File: src/rtl/csr_irq_pkg.sv
// csr_irq_pkg: shared constants for the machine-mode CSR file and interrupt controller.
//   - CSR addresses, funct3 CSR command codes, mstatus bit positions
//   - interrupt bit base within mie/mip and the interrupt flag of mcause
//   - CSR op decode helper
package csr_irq_pkg;

   localparam logic [11:0] CSR_MSTATUS  = 12'h300;
   localparam logic [11:0] CSR_MIE      = 12'h304;
   localparam logic [11:0] CSR_MTVEC    = 12'h305;
   localparam logic [11:0] CSR_MSCRATCH = 12'h340;
   localparam logic [11:0] CSR_MEPC     = 12'h341;
   localparam logic [11:0] CSR_MCAUSE   = 12'h342;
   localparam logic [11:0] CSR_MIP      = 12'h344;
   localparam logic [11:0] CSR_MCYCLE   = 12'hB00;
   localparam logic [11:0] CSR_MCYCLEH  = 12'hB80;

   localparam logic [2:0] F3_CSRRW  = 3'b001;
   localparam logic [2:0] F3_CSRRS  = 3'b010;
   localparam logic [2:0] F3_CSRRC  = 3'b011;
   localparam logic [2:0] F3_CSRRWI = 3'b101;
   localparam logic [2:0] F3_CSRRSI = 3'b110;
   localparam logic [2:0] F3_CSRRCI = 3'b111;

   localparam int unsigned MSTATUS_MIE  = 3;
   localparam int unsigned MSTATUS_MPIE = 7;
   localparam int unsigned IRQ_BIT_BASE = 16;

   localparam logic [31:0] CAUSE_INTR_MSB   = 32'h8000_0000;
   // MPP is hard-wired to machine mode
   localparam logic [31:0] MSTATUS_MPP_BITS = 32'h0000_1800;

   typedef enum logic [1:0] {
      CsrOpNone,
      CsrOpWrite,
      CsrOpSet,
      CsrOpClear
   } csr_op_e;

   // Register and immediate forms share the same operation.
   function automatic csr_op_e decode_op(input logic [2:0] funct3);
      csr_op_e op;
      case (funct3)
         F3_CSRRW, F3_CSRRWI: op = CsrOpWrite;
         F3_CSRRS, F3_CSRRSI: op = CsrOpSet;
         F3_CSRRC, F3_CSRRCI: op = CsrOpClear;
         default:             op = CsrOpNone;
      endcase
      return op;
   endfunction

endpackage

File: src/rtl/irq_arbiter.sv
// irq_arbiter: combinational fixed-priority encoder, lowest index wins.
//   active : per-line request vector (pending & enabled)
//   valid  : at least one line active
//   index  : index of the winning line (0 when none)
module irq_arbiter
   import csr_irq_pkg::*;
#(
   parameter int unsigned NUM_IRQ = 4
) (
   input  logic [NUM_IRQ-1:0] active,
   output logic               valid,
   output logic [3:0]         index
);

   always_comb begin
      valid = 1'b0;
      index = '0;
      // Scan downwards so the lowest active line is assigned last.
      for (int i = int'(NUM_IRQ) - 1; i >= 0; i--) begin
         if (active[i]) begin
            valid = 1'b1;
            index = 4'(i);
         end
      end
   end

endmodule

File: src/rtl/csr_irq_unit.sv
// csr_irq_unit: machine-mode CSR file with an edge-triggered multi-line interrupt controller.
//   clk, reset           : core clock, synchronous active-high reset
//   irq_in               : platform interrupt lines, rising edge requests
//   csr_en/cmd/addr/wdata: CSR access from the core; csr_rdata/csr_illegal combinational
//   trap_set/cause/pc    : trap entry; mret: trap return
//   irq_req/irq_cause    : arbitrated interrupt request to the control unit
//   trap_vector          : direct or vectored trap target from mtvec and trap_cause
//   mepc_out/mstatus_out : current mepc and mstatus
// Optional: define CSR_IRQ_CYCLE_EN to add the 64-bit mcycle counter at B00/B80.
module csr_irq_unit
   import csr_irq_pkg::*;
#(
   parameter int unsigned NUM_IRQ     = 4,
   parameter logic [31:0] MTVEC_RESET = 32'h0000_0000
) (
   input  logic               clk,
   input  logic               reset,
   input  logic [NUM_IRQ-1:0] irq_in,
   input  logic               csr_en,
   input  logic [2:0]         csr_cmd,
   input  logic [11:0]        csr_addr,
   input  logic [31:0]        csr_wdata,
   output logic [31:0]        csr_rdata,
   output logic               csr_illegal,
   input  logic               trap_set,
   input  logic [31:0]        trap_cause,
   input  logic [31:0]        trap_pc,
   input  logic               mret,
   output logic               irq_req,
   output logic [31:0]        irq_cause,
   output logic [31:0]        trap_vector,
   output logic [31:0]        mepc_out,
   output logic [31:0]        mstatus_out
);

   localparam logic [31:0] MTVEC_MASK = 32'hFFFF_FFFD;
   localparam logic [31:0] MEPC_MASK  = 32'hFFFF_FFFC;

   logic               mie_bit_q, mie_bit_d;
   logic               mpie_bit_q, mpie_bit_d;
   logic [NUM_IRQ-1:0] irq_en_q, irq_en_d;
   logic [NUM_IRQ-1:0] pend_q, pend_d;
   logic [NUM_IRQ-1:0] irq_prev_q;
   logic [31:0]        mtvec_q, mtvec_d;
   logic [31:0]        mepc_q, mepc_d;
   logic [31:0]        mcause_q, mcause_d;
   logic [31:0]        mscratch_q, mscratch_d;

   logic [31:0]        mstatus_w, mie_w, mip_w;
   logic               addr_legal;
   csr_op_e            op;
   logic               csr_we;
   logic [31:0]        csr_wval;
   logic [NUM_IRQ-1:0] rise;
   logic [NUM_IRQ-1:0] ack_mask;
   logic               ack_hit;
   logic               arb_valid;
   logic [3:0]         arb_index;
   logic [31:0]        tvec_base;

`ifdef CSR_IRQ_CYCLE_EN
   logic [63:0]        mcycle_q, mcycle_d, mcycle_inc;
`endif

   // Architectural views of the sparse registers
   always_comb begin
      mstatus_w               = MSTATUS_MPP_BITS;
      mstatus_w[MSTATUS_MIE]  = mie_bit_q;
      mstatus_w[MSTATUS_MPIE] = mpie_bit_q;
      mie_w                   = '0;
      mie_w[IRQ_BIT_BASE +: NUM_IRQ] = irq_en_q;
      mip_w                   = '0;
      mip_w[IRQ_BIT_BASE +: NUM_IRQ] = pend_q;
   end

   // Read mux; an unknown address reads zero and is flagged illegal
   always_comb begin
      csr_rdata  = '0;
      addr_legal = 1'b1;
      case (csr_addr)
         CSR_MSTATUS:  csr_rdata = mstatus_w;
         CSR_MIE:      csr_rdata = mie_w;
         CSR_MTVEC:    csr_rdata = mtvec_q;
         CSR_MSCRATCH: csr_rdata = mscratch_q;
         CSR_MEPC:     csr_rdata = mepc_q;
         CSR_MCAUSE:   csr_rdata = mcause_q;
         CSR_MIP:      csr_rdata = mip_w;
`ifdef CSR_IRQ_CYCLE_EN
         CSR_MCYCLE:   csr_rdata = mcycle_q[31:0];
         CSR_MCYCLEH:  csr_rdata = mcycle_q[63:32];
`endif
         default:      addr_legal = 1'b0;
      endcase
   end

   assign csr_illegal = csr_en & ~addr_legal;
   assign op          = decode_op(csr_cmd);

   // Set/clear with a zero operand is a pure read; trap and mret pre-empt CSR writes
   always_comb begin
      csr_we = csr_en & addr_legal & ~trap_set & ~mret &
               ((op == CsrOpWrite) |
                (((op == CsrOpSet) | (op == CsrOpClear)) & (|csr_wdata)));
      case (op)
         CsrOpWrite: csr_wval = csr_wdata;
         CsrOpSet:   csr_wval = csr_rdata | csr_wdata;
         CsrOpClear: csr_wval = csr_rdata & ~csr_wdata;
         default:    csr_wval = csr_rdata;
      endcase
   end

   assign rise = irq_in & ~irq_prev_q;

   // Trap entry on an external interrupt acknowledges that line's pending bit
   always_comb begin
      ack_hit  = trap_set & trap_cause[31] & trap_cause[4] & (32'(trap_cause[3:0]) < NUM_IRQ);
      ack_mask = '0;
      for (int i = 0; i < int'(NUM_IRQ); i++) begin
         ack_mask[i] = ack_hit & (trap_cause[3:0] == 4'(i));
      end
   end

   always_comb begin
      mie_bit_d  = mie_bit_q;
      mpie_bit_d = mpie_bit_q;
      irq_en_d   = irq_en_q;
      mtvec_d    = mtvec_q;
      mepc_d     = mepc_q;
      mcause_d   = mcause_q;
      mscratch_d = mscratch_q;
      pend_d     = pend_q & ~ack_mask;

      if (trap_set) begin
         mepc_d     = trap_pc & MEPC_MASK;
         mcause_d   = trap_cause;
         mpie_bit_d = mie_bit_q;
         mie_bit_d  = 1'b0;
      end else if (mret) begin
         mie_bit_d  = mpie_bit_q;
         mpie_bit_d = 1'b1;
      end else if (csr_we) begin
         case (csr_addr)
            CSR_MSTATUS: begin
               mie_bit_d  = csr_wval[MSTATUS_MIE];
               mpie_bit_d = csr_wval[MSTATUS_MPIE];
            end
            CSR_MIE:      irq_en_d   = csr_wval[IRQ_BIT_BASE +: NUM_IRQ];
            CSR_MIP:      pend_d     = csr_wval[IRQ_BIT_BASE +: NUM_IRQ];
            CSR_MTVEC:    mtvec_d    = csr_wval & MTVEC_MASK;
            CSR_MEPC:     mepc_d     = csr_wval & MEPC_MASK;
            CSR_MCAUSE:   mcause_d   = csr_wval;
            CSR_MSCRATCH: mscratch_d = csr_wval;
            default: ;
         endcase
      end

      // A new edge always wins over any clear in the same cycle
      pend_d = pend_d | rise;
   end

   always_ff @(posedge clk) begin
      if (reset) begin
         mie_bit_q  <= 1'b0;
         mpie_bit_q <= 1'b0;
         irq_en_q   <= '0;
         pend_q     <= '0;
         irq_prev_q <= '0;
         mtvec_q    <= MTVEC_RESET & MTVEC_MASK;
         mepc_q     <= '0;
         mcause_q   <= '0;
         mscratch_q <= '0;
      end else begin
         mie_bit_q  <= mie_bit_d;
         mpie_bit_q <= mpie_bit_d;
         irq_en_q   <= irq_en_d;
         pend_q     <= pend_d;
         irq_prev_q <= irq_in;
         mtvec_q    <= mtvec_d;
         mepc_q     <= mepc_d;
         mcause_q   <= mcause_d;
         mscratch_q <= mscratch_d;
      end
   end

`ifdef CSR_IRQ_CYCLE_EN
   // A write replaces the increment of the written half only; writing the low
   // half suppresses the carry into the high half for that cycle.
   always_comb begin
      mcycle_inc = mcycle_q + 64'd1;
      mcycle_d   = mcycle_inc;
      if (csr_we && (csr_addr == CSR_MCYCLE)) begin
         mcycle_d = {mcycle_q[63:32], csr_wval};
      end else if (csr_we && (csr_addr == CSR_MCYCLEH)) begin
         mcycle_d = {csr_wval, mcycle_inc[31:0]};
      end
   end

   always_ff @(posedge clk) begin
      if (reset) begin
         mcycle_q <= '0;
      end else begin
         mcycle_q <= mcycle_d;
      end
   end
`endif

   irq_arbiter #(
      .NUM_IRQ (NUM_IRQ)
   ) u_irq_arbiter (
      .active (pend_q & irq_en_q),
      .valid  (arb_valid),
      .index  (arb_index)
   );

   assign irq_req   = arb_valid & mie_bit_q;
   assign irq_cause = arb_valid ? (CAUSE_INTR_MSB | (32'(IRQ_BIT_BASE) + {28'b0, arb_index}))
                                : 32'h0;

   assign tvec_base   = {mtvec_q[31:2], 2'b00};
   assign trap_vector = (mtvec_q[0] & trap_cause[31]) ?
                        tvec_base + {25'b0, trap_cause[4:0], 2'b00} : tvec_base;

   assign mepc_out    = mepc_q;
   assign mstatus_out = mstatus_w;

endmodule

File: config.mk
export PLATFORM = sky130hd
export DESIGN_NAME = csr_irq_unit
export DESIGN_NICKNAME = d
export VERILOG_FILES = /design/src/rtl/csr_irq_pkg.sv /design/src/rtl/irq_arbiter.sv /design/src/rtl/csr_irq_unit.sv
export SDC_FILE = /design/constraint.sdc
export NUM_CORES = 1
export LEC_CHECK = 0
export BUFFER_PORTS_ARGS = -buffer_cell sky130_fd_sc_hd__buf_2
export CORE_MARGIN = 2
export CORE_UTILIZATION = 23
export DETAILED_ROUTE_END_ITERATION = 8
export SYNTH_ARGS = -nofsm -noshare
export SYNTH_HDL_FRONTEND = slang
export SYNTH_SLANG_ARGS = --single-unit
File: constraint.sdc
create_clock -name clk -period 4.2 [get_ports clk]
set_clock_uncertainty 0.2 [all_clocks]
set_input_delay 0.21 -clock clk [delete_from_list [all_inputs] [get_ports clk]]
set_output_delay 0.21 -clock clk [all_outputs]
set_load 0.01 [all_outputs]
Word level (Yosys, flattened, before mapping)
Index checks and enable logic that the tools add are counted.
{"block": "totals", "register_bits": 139, "latchBits": 0, "ram_bits": 0, "rom_bits": 0, "out_inout_bits": 162, "word_cells": 115, "memories": 0}
{"block": "op_classes", "n_addsub": 2, "mul": 0, "div": 0, "n_lt_le_gt_ge": 1, "n_eq_ne": 20, "shifts": 0, "n_mux": 33, "bitwise_logic": 29, "n_reduce_logical": 21}
{"op": "$mux W32", "count": 10}
{"op": "$pmux W32 S7", "count": 1}
{"op": "$pmux W32 S3", "count": 1}
{"op": "$eq A12 B10 Y1 const B", "count": 7}
{"op": "$add A32 B7 Y32", "count": 1}
{"op": "$and A32 B32 Y32", "count": 1}
{"op": "$not A32 Y32", "count": 1}
{"op": "$or A32 B32 Y32", "count": 1}
{"op": "$reduce_or A32 Y1", "count": 1}
{"op": "$mux W4", "count": 4}
{"op": "$and A1 B1 Y1", "count": 15}
{"op": "$and A4 B4 Y4", "count": 3}
{"op": "$mux W1", "count": 12}
{"op": "$reduce_and A4 Y1", "count": 3}
{"op": "$reduce_bool A2 Y1", "count": 5}
{"op": "$eq A3 B3 Y1 const B", "count": 3}
{"op": "$eq A4 B2 Y1 const B", "count": 2}
{"op": "$mux W2", "count": 4}
{"op": "$not A4 Y4", "count": 2}
{"op": "$reduce_or A2 Y1", "count": 4}
{"op": "$reduce_or A7 Y1", "count": 1}
{"op": "$add A5 B4 Y6 const A", "count": 1}
{"op": "$eq A3 B2 Y1 const B", "count": 2}
{"op": "$pmux W2 S3", "count": 1}
{"op": "other kinds (13)", "count": 20}

Logic depth before layout (Yosys ltp)
Gate-level depths: netlist (run 1).
{"block": "depth", "word_depth": 12, "ltp_mapped": 10, "depth_no_buf": 9}

Cells and area by module
Synthesis (run 1) repeated with hierarchy kept, for this count alone.
{"block": "hier_totals", "cells_unflattened": 1159, "hier_area_um2": 8827.2}
{"mod": "csr_irq_unit", "instances": 1, "cells_each": 1149, "area_per_inst_um2": 8773.4, "seq_area_each_um2": 2782.7}
{"mod": "irq_arbiter", "instances": 1, "cells_each": 10, "area_per_inst_um2": 53.8, "seq_area_each_um2": 0.0}

Worst setup path after synthesis (run 1)
OpenSTA, ideal clock, no wires.
{"block": "synth_timing", "kind": "register to output", "from": "register mtvec_q[2]", "to": "output port trap_vector[18]", "arrival_ns": 1.934, "path_slack_ns": 1.856, "path_stages_with_launch": 10, "n_path_buf": 0, "path_cell_list": "dfxtp_1 > ha_1 > inv_1 > fa_1 > nor2b_1 > o21a_1 > o21ai_0 > a21oi_1 > and4_1 > xor2_1"}
{"block": "synth_via", "elab_chain_len": 2}
{"element": "from (decl)", "line": "csr_irq_unit.sv:44", "source": "logic [31:0] mtvec_q, mtvec_d;"}
{"element": "from (signal assigned)", "line": "csr_irq_unit.sv:168", "source": "mtvec_q <= MTVEC_RESET & MTVEC_MASK;"}
{"element": "from (signal assigned)", "line": "csr_irq_unit.sv:178", "source": "mtvec_q <= mtvec_d;"}
{"element": "$add A32 B7 Y32", "line": "csr_irq_unit.sv:221", "source": "tvec_base + {25'b0, trap_cause[4:0], 2'b00} : tvec_base;"}
{"element": "$mux W32", "line": "csr_irq_unit.sv:220", "source": "assign trap_vector = (mtvec_q[0] & trap_cause[31]) ?"}
{"element": "to (decl)", "line": "csr_irq_unit.sv:31", "source": "output logic [31:0] trap_vector,"}
Every way passes these cells.

Worst setup path in the final report (run 1)
{"block": "layout_timing", "from": "register mtvec_q[2]", "to": "output port trap_vector[28]"}
Same word-level chain as after synthesis.

==> results of run 1 <==
-- registers in the layout, indices dropped and copies added (netlist names) --
name,flops
mepc_out,30
mie_bit_q,1
mpie_bit_q,1
mscratch_q,32
irq_prev_q,4
mcause_q,32
mtvec_q,31
pend_q,4
irq_en_q,4
-- critical path: stages, from the launching register on --
cell	delay, ns
dfxtp_1	0.42
ha_1	0.20
inv_1	0.06
fa_1	0.39
nor2b_1	0.12
o21a_1	0.13
o21ai_0	0.11
a21oi_1	0.46
nand3_1	0.18
xnor2_1	0.30
buf_2	0.19
-- cell usage after synthesis, types with 12 or more instances --
cell type,count
and2_1,25
o211a_1,15
a21oi_1,86
o211ai_1,15
xnor2_1,53
buf_4,70
clkbuf_1,53
mux2i_1,39
nor4_1,12
nor2_1,89
o21a_1,12
o21ai_0,73
nand2_1,111
dfxtp_1,139
a22oi_1,25
buf_2,27
nand3_1,14
a211oi_1,36
inv_1,15
nand3b_1,13
and3b_1,30
-- worst paths after layout --
kind,slack (ns),endpoint,start
setup reg to reg,2.02,mtvec_q[19],mtvec_q[19]
hold / removal,0.005,mcause_q[10],trap_cause[10]
hold reg to reg,0.25,mscratch_q[29],mscratch_q[29]
setup / recovery,0.79,trap_vector[28],mtvec_q[2]
-- per-stage QoR --
step	hold slack (ns)	setup WS [ns]	instances
final	0.00492	0.790	1907
after global routing	0.0293	0.574	1907
after CTS	0.00182	0.732	1907
after detailed placement	0.241	0.926	1813
after global placement	0.238	0.924	1813
after floorplan	0.138	1.86	1200
-- timing repair --
action,4_1_cts,5_1_grt
buffers inserted,0,0
hold endpoints to repair,66,0
hold buffers,62,0
-- where the power goes --
| part | switching, mW | internal [mW] |
|---|---|---|
| sequential | 0.0365 | 1.37 |
| clock | 0.627 | 0.912 |
| combinational | 0.343 | 0.229 |
| total | 1.01 | 2.51 |
-- layout make-up --
| cell class | count | area [um^2] |
|---|---|---|
| fill | 4272 | 28000 |
| tap | 525 | 657 |
| clock buffer | 20 | 457 |
| timing repair buffer | 308 | 1930 |
| multi-input combinational | 887 | 5740 |
| clock inverter | 12 | 139 |
| inverter | 16 | 60.1 |
| sequential | 139 | 2780 |
-- cells by family after synthesis --
logic type | count (synthesis) | synth area share
muxes | 46 | 0.0506
DFF | 139 | 0.300
xor gates and xnor gates | 60 | 0.0567
adders and majority gates | 6 | 0.00890
and+or+nand+nor | 369 | 0.216
AOI/OAI and AO/OA | 344 | 0.261
buffers and inverters | 174 | 0.107
other | 2 | 0.000810
-- routing by layer --
metal / vias to the layer above / global-route usage
met1: 4568 / 0.248
li1: 4450 / -
met4: 16 / 0.0751
met3: 89 / 0.0337
met5: - / 0
met2: 474 / 0.294
==> results.cfg, run 1 <==
[run_status]
status = complete, no violations

[routing]
wire_per_inst_um = 20.9
dr_total_vias = 9597
viasPerCell = 5.03
top_layer = met5
wl_met1_um = 17500
first_pass_iters = 6
routed-wl-met3_um = 2900
finalWirelength_um = 39800
drt_iter0_markers = 895
drc = 0
met2WireLength_um = 17900
ant_nets = 0

[hold_path]
hold_class = input port to flop
whs_path_depth = 3

[global_routing]
grt_max_degree = 78
track_usage = 0.186
antenna_found_initial = 8
grt_pass1_vias = 9160
grt_pass1_wl_um = 58000
overflow = 0

[pwr]
powerDensity_nw_per_um2 = 299
vdd_ir_drop_max_v = 0.000251
power_mw = 3.51
p_leak_nw = 4.80

[place]
post-dp-hpwl_um = 30500
gp_congestion = 0.886
placed_area_um2 = 10500
port_buffers = 216

[critical_path]
criticalPathCategory = flop to output port
critPathLaunchType = flop
end_kind = output port
ff2ff_path_depth = 7
required_ns = 3.79
arrival_ns = 3.00
crit_fanout = 5

[clock_tree]
cts_root_buffer = clkbuf_16
cts_tree = yes
cts_sinks = 139
ctsResizeCount = 0
clock_path_buffers = 2
clk_latency_ns = 0.43
clk_pin_slew_ns = 0.06
htreeDepth = 4
cts_buffers = 17

[yosys]
syn_area_um2 = 9270
post_synth_inst_count = 1140
synthFlopType = dfxtp_1
async_reset_ff_frac = 0
synth_area_leaders = dfxtp_1 30%, buf_4 5.7%, xnor2_1 5.0%
synth.top_cell.area_share = 0.300
ys_ff_latch = 139
synth.distinct_cells = 78
yosysTopAreaCell = dfxtp_1
synth_edf_count = 0
yosysWarnings = 0
postSynthAreaPerCell_um2 = 8.13
ys_seq_area_frac = 0.300

[sta]
rsz0062_at_grt = no
slew_headroom = 0.190
fin_crit_sh = 0.812
setup_tns_ns = 0
setup-violations-final = 0
maxSlewViolCount = 0
clock.fmax_mhz = 293
finalHoldViolCount = 0
min_period_ns = 3.41
max_slew.worst_pin.slew_ns = 1.21

[cells_and_area]
diodes = 0
stdcell_area_um2 = 11800
final_common_cell = buf_2
fin_util = 0.296
most-common-layout-cells = 216 x buf_2, 139 x dfxtp_1, 111 x nand2_1
area_growth_pct = 26.8
nets = 1495
drive_gt1_frac = 0.235

[die]
core_region_area_um2 = 39700
pin_count = 282
die_h_um = 205
start_util = 0.233
die_area_um2 = 41900
die_width_um = 205
row_count = 73

[run]
drv_cap = 0
Power figures use the tool's default switching activity.
==> run 2: changes to the inputs <==
Clock period 4.2 ns to 3.3 ns, I/O delays scaled along.
==> run 2 against run 1 <==
Register-to-register slack got worse by 1.1 ns. Count of clock-buffer cells in the layout fell by 1. Worst setup slack got worse by 0.66 ns. Core utilization rose by 1.0 points. Routed wire length rose by 1.3%. Global-route usage rose by 0.17 points. Combinational power rose by 31%. Clock power rose by 29%. Die area did not move. Sequential cell count did not move. Critical path depth rose by 2. Final cell count rose by 2.5%. Critical endpoint is now trap_vector[10]. Highest routed layer unchanged.
==> results.cfg, run 2 (same netlist as run 1, synthesis figures left out) <==
[cells_and_area]
layout.cells.non_filler = 1955
most-common-layout-cells = 215 x buf_2, 139 x dfxtp_1, 111 x nand2_1
regArea_um2 = 2780
nets = 1539
area_growth_pct = 31.2
multiInputGateArea_um2 = 5770
drive_gt1_frac = 0.259
reg.largest.list = mcause_q x32, mscratch_q x32, mtvec_q x31
final_common_cell = buf_2
stdcell_area_um2 = 12200
fin_util = 0.306
fill_cells = 4255

[clock_tree]
cts_sinks = 139
clock_path_buffers = 2
htreeDepth = 4
cts_tree = yes
clk_pin_slew_ns = 0.06
clk_latency_ns = 0.44
cts_root_buffer = clkbuf_16
cts_setup_buffers = 0
cts_buffers = 17

[routing]
ant_nets = 0
drc = 0
wire_per_inst_um = 20.6
finalWirelength_um = 40400
first_pass_iters = 5
dr_total_vias = 9730
drt_iter0_markers = 679
viasPerCell = 4.98

[critical_path]
worstPathCellList = dlygate4sd3_1, clkbuf_4, ha_1, inv_1, fa_1, nor2b_1, o21a_1, or2_2, a21oi_1, nor3_1, xor2_1, buf_2
cp_slowest_cell = dlygate4sd3_1
criticalPathCategory = input port to output port
arrival_ns = 2.81
max_stage_delay_ns = 0.55
crit_fanout = 5
critPathLaunchType = input port
required_ns = 2.93
worst-path-buf-inv = 4
end_kind = output port
cp_top_family = buffers and inverters

[run]
drv_cap = 0

[place]
post-dp-hpwl_um = 31100
gp_congestion = 0.946
post-place-cells = 1853
placed_area_um2 = 10900
port_buffers = 216

[sta]
setup_tns_ns = 0
finalHoldViolCount = 0
maxSlewViolCount = 0
fin_crit_sh = 0.961
setup-violations-final = 0
max_slew.worst_pin.slew_ns = 0.966
clock.fmax_mhz = 315
min_period_ns = 3.17
rsz0062_at_grt = no
slew_headroom = 0.356

[global_routing]
grt_pass1_vias = 9175
grt_pass1_wl_um = 58500
overflow = 0
grt_max_degree = 78
antenna_found_initial = 9
track_usage = 0.188

[pwr]
powerDensity_nw_per_um2 = 372
p_leak_nw = 5.06
vdd_ir_drop_max_v = 0.000264

[die]
core_region_area_um2 = 39700
row_count = 73
die_width_um = 205
start_util = 0.233
die_area_um2 = 41900
die_h_um = 205
pin_count = 282

[hold_path]
hold_class = input port to flop

[run_status]
status = complete, no violations
run 2: changes by cell type in the layout (fill, tap and decap cells not counted), sizes merged:
cell         previous run  this run
buf                   246       285
clkinv                  4         5
dlygate4sd3            62        66
inv                    18        17
diode                   0         4
bufinv                  2         3
run 2: cell type report:
type                       count  share of cell area
timing repair buffer         352               0.188
antenna                        4            0.000823
tap                          525              0.0540
clock inverter                13              0.0139
clock buffer                  19              0.0356
sequential                   139               0.229
multi-input combinational    887               0.474
inverter                      16             0.00494
run 2: worst paths after layout:
check,from,end,slack (ns),depth (start not counted)
setup reg to reg,pend_q[2],mtvec_q[18],0.95,6
setup / recovery,trap_cause[0],trap_vector[10],0.13,12
hold / removal,csr_wdata[4],mepc_out[4],0.04,5
hold reg to reg,mscratch_q[30],mscratch_q[30],0.25,2
run 2: worst register-to-register path: cells and delay by family, from the launching register on:
family	cells	cell delay (ns)
compound gates	3	1.19
mux	2	0.37
simple gates	1	0.13
flops	1	0.39
run 2: what timing repair did:
item,in CTS,in global routing
endpoints found under the setup margin,0,8
endpoints found under the hold margin,70,0
hold buffers,66,0
gates resized for setup,0,7
run 2: per-layer routing:
metal / vias to the layer above / GRT usage / share of wire / wire length (um)
met5: - / 0 / 0.0014 / 57
met4: 12 / 0.0694 / 0.034 / 1370
met3: 85 / 0.0445 / 0.082 / 3320
met2: 505 / 0.295 / 0.45 / 18100
met1: 4594 / 0.248 / 0.43 / 17600
li1: 4534 / - / - / -
run 2: per-stage QoR:
| stage | worst slack (ns) | hold WS, ns | power, mW |
|---|---|---|---|
| after floorplan | 1.00 | 0.0932 | 2.26 |
| after global placement | 0.295 | 0.196 | 2.49 |
| after detailed placement | 0.272 | 0.199 | 2.50 |
| after CTS | 0.0168 | 0.0189 | 4.54 |
| after global routing | 0.00164 | 0.0393 | 4.68 |
| final | 0.129 | 0.0373 | 4.53 |
run 2: report_power, final:
part	switching, mW	total [mW]	internal (mW)
combinational	0.444	0.752	0.308
clock	0.800	1.99	1.19
sequential	0.0457	1.78	1.74
total	1.29	4.53	3.24
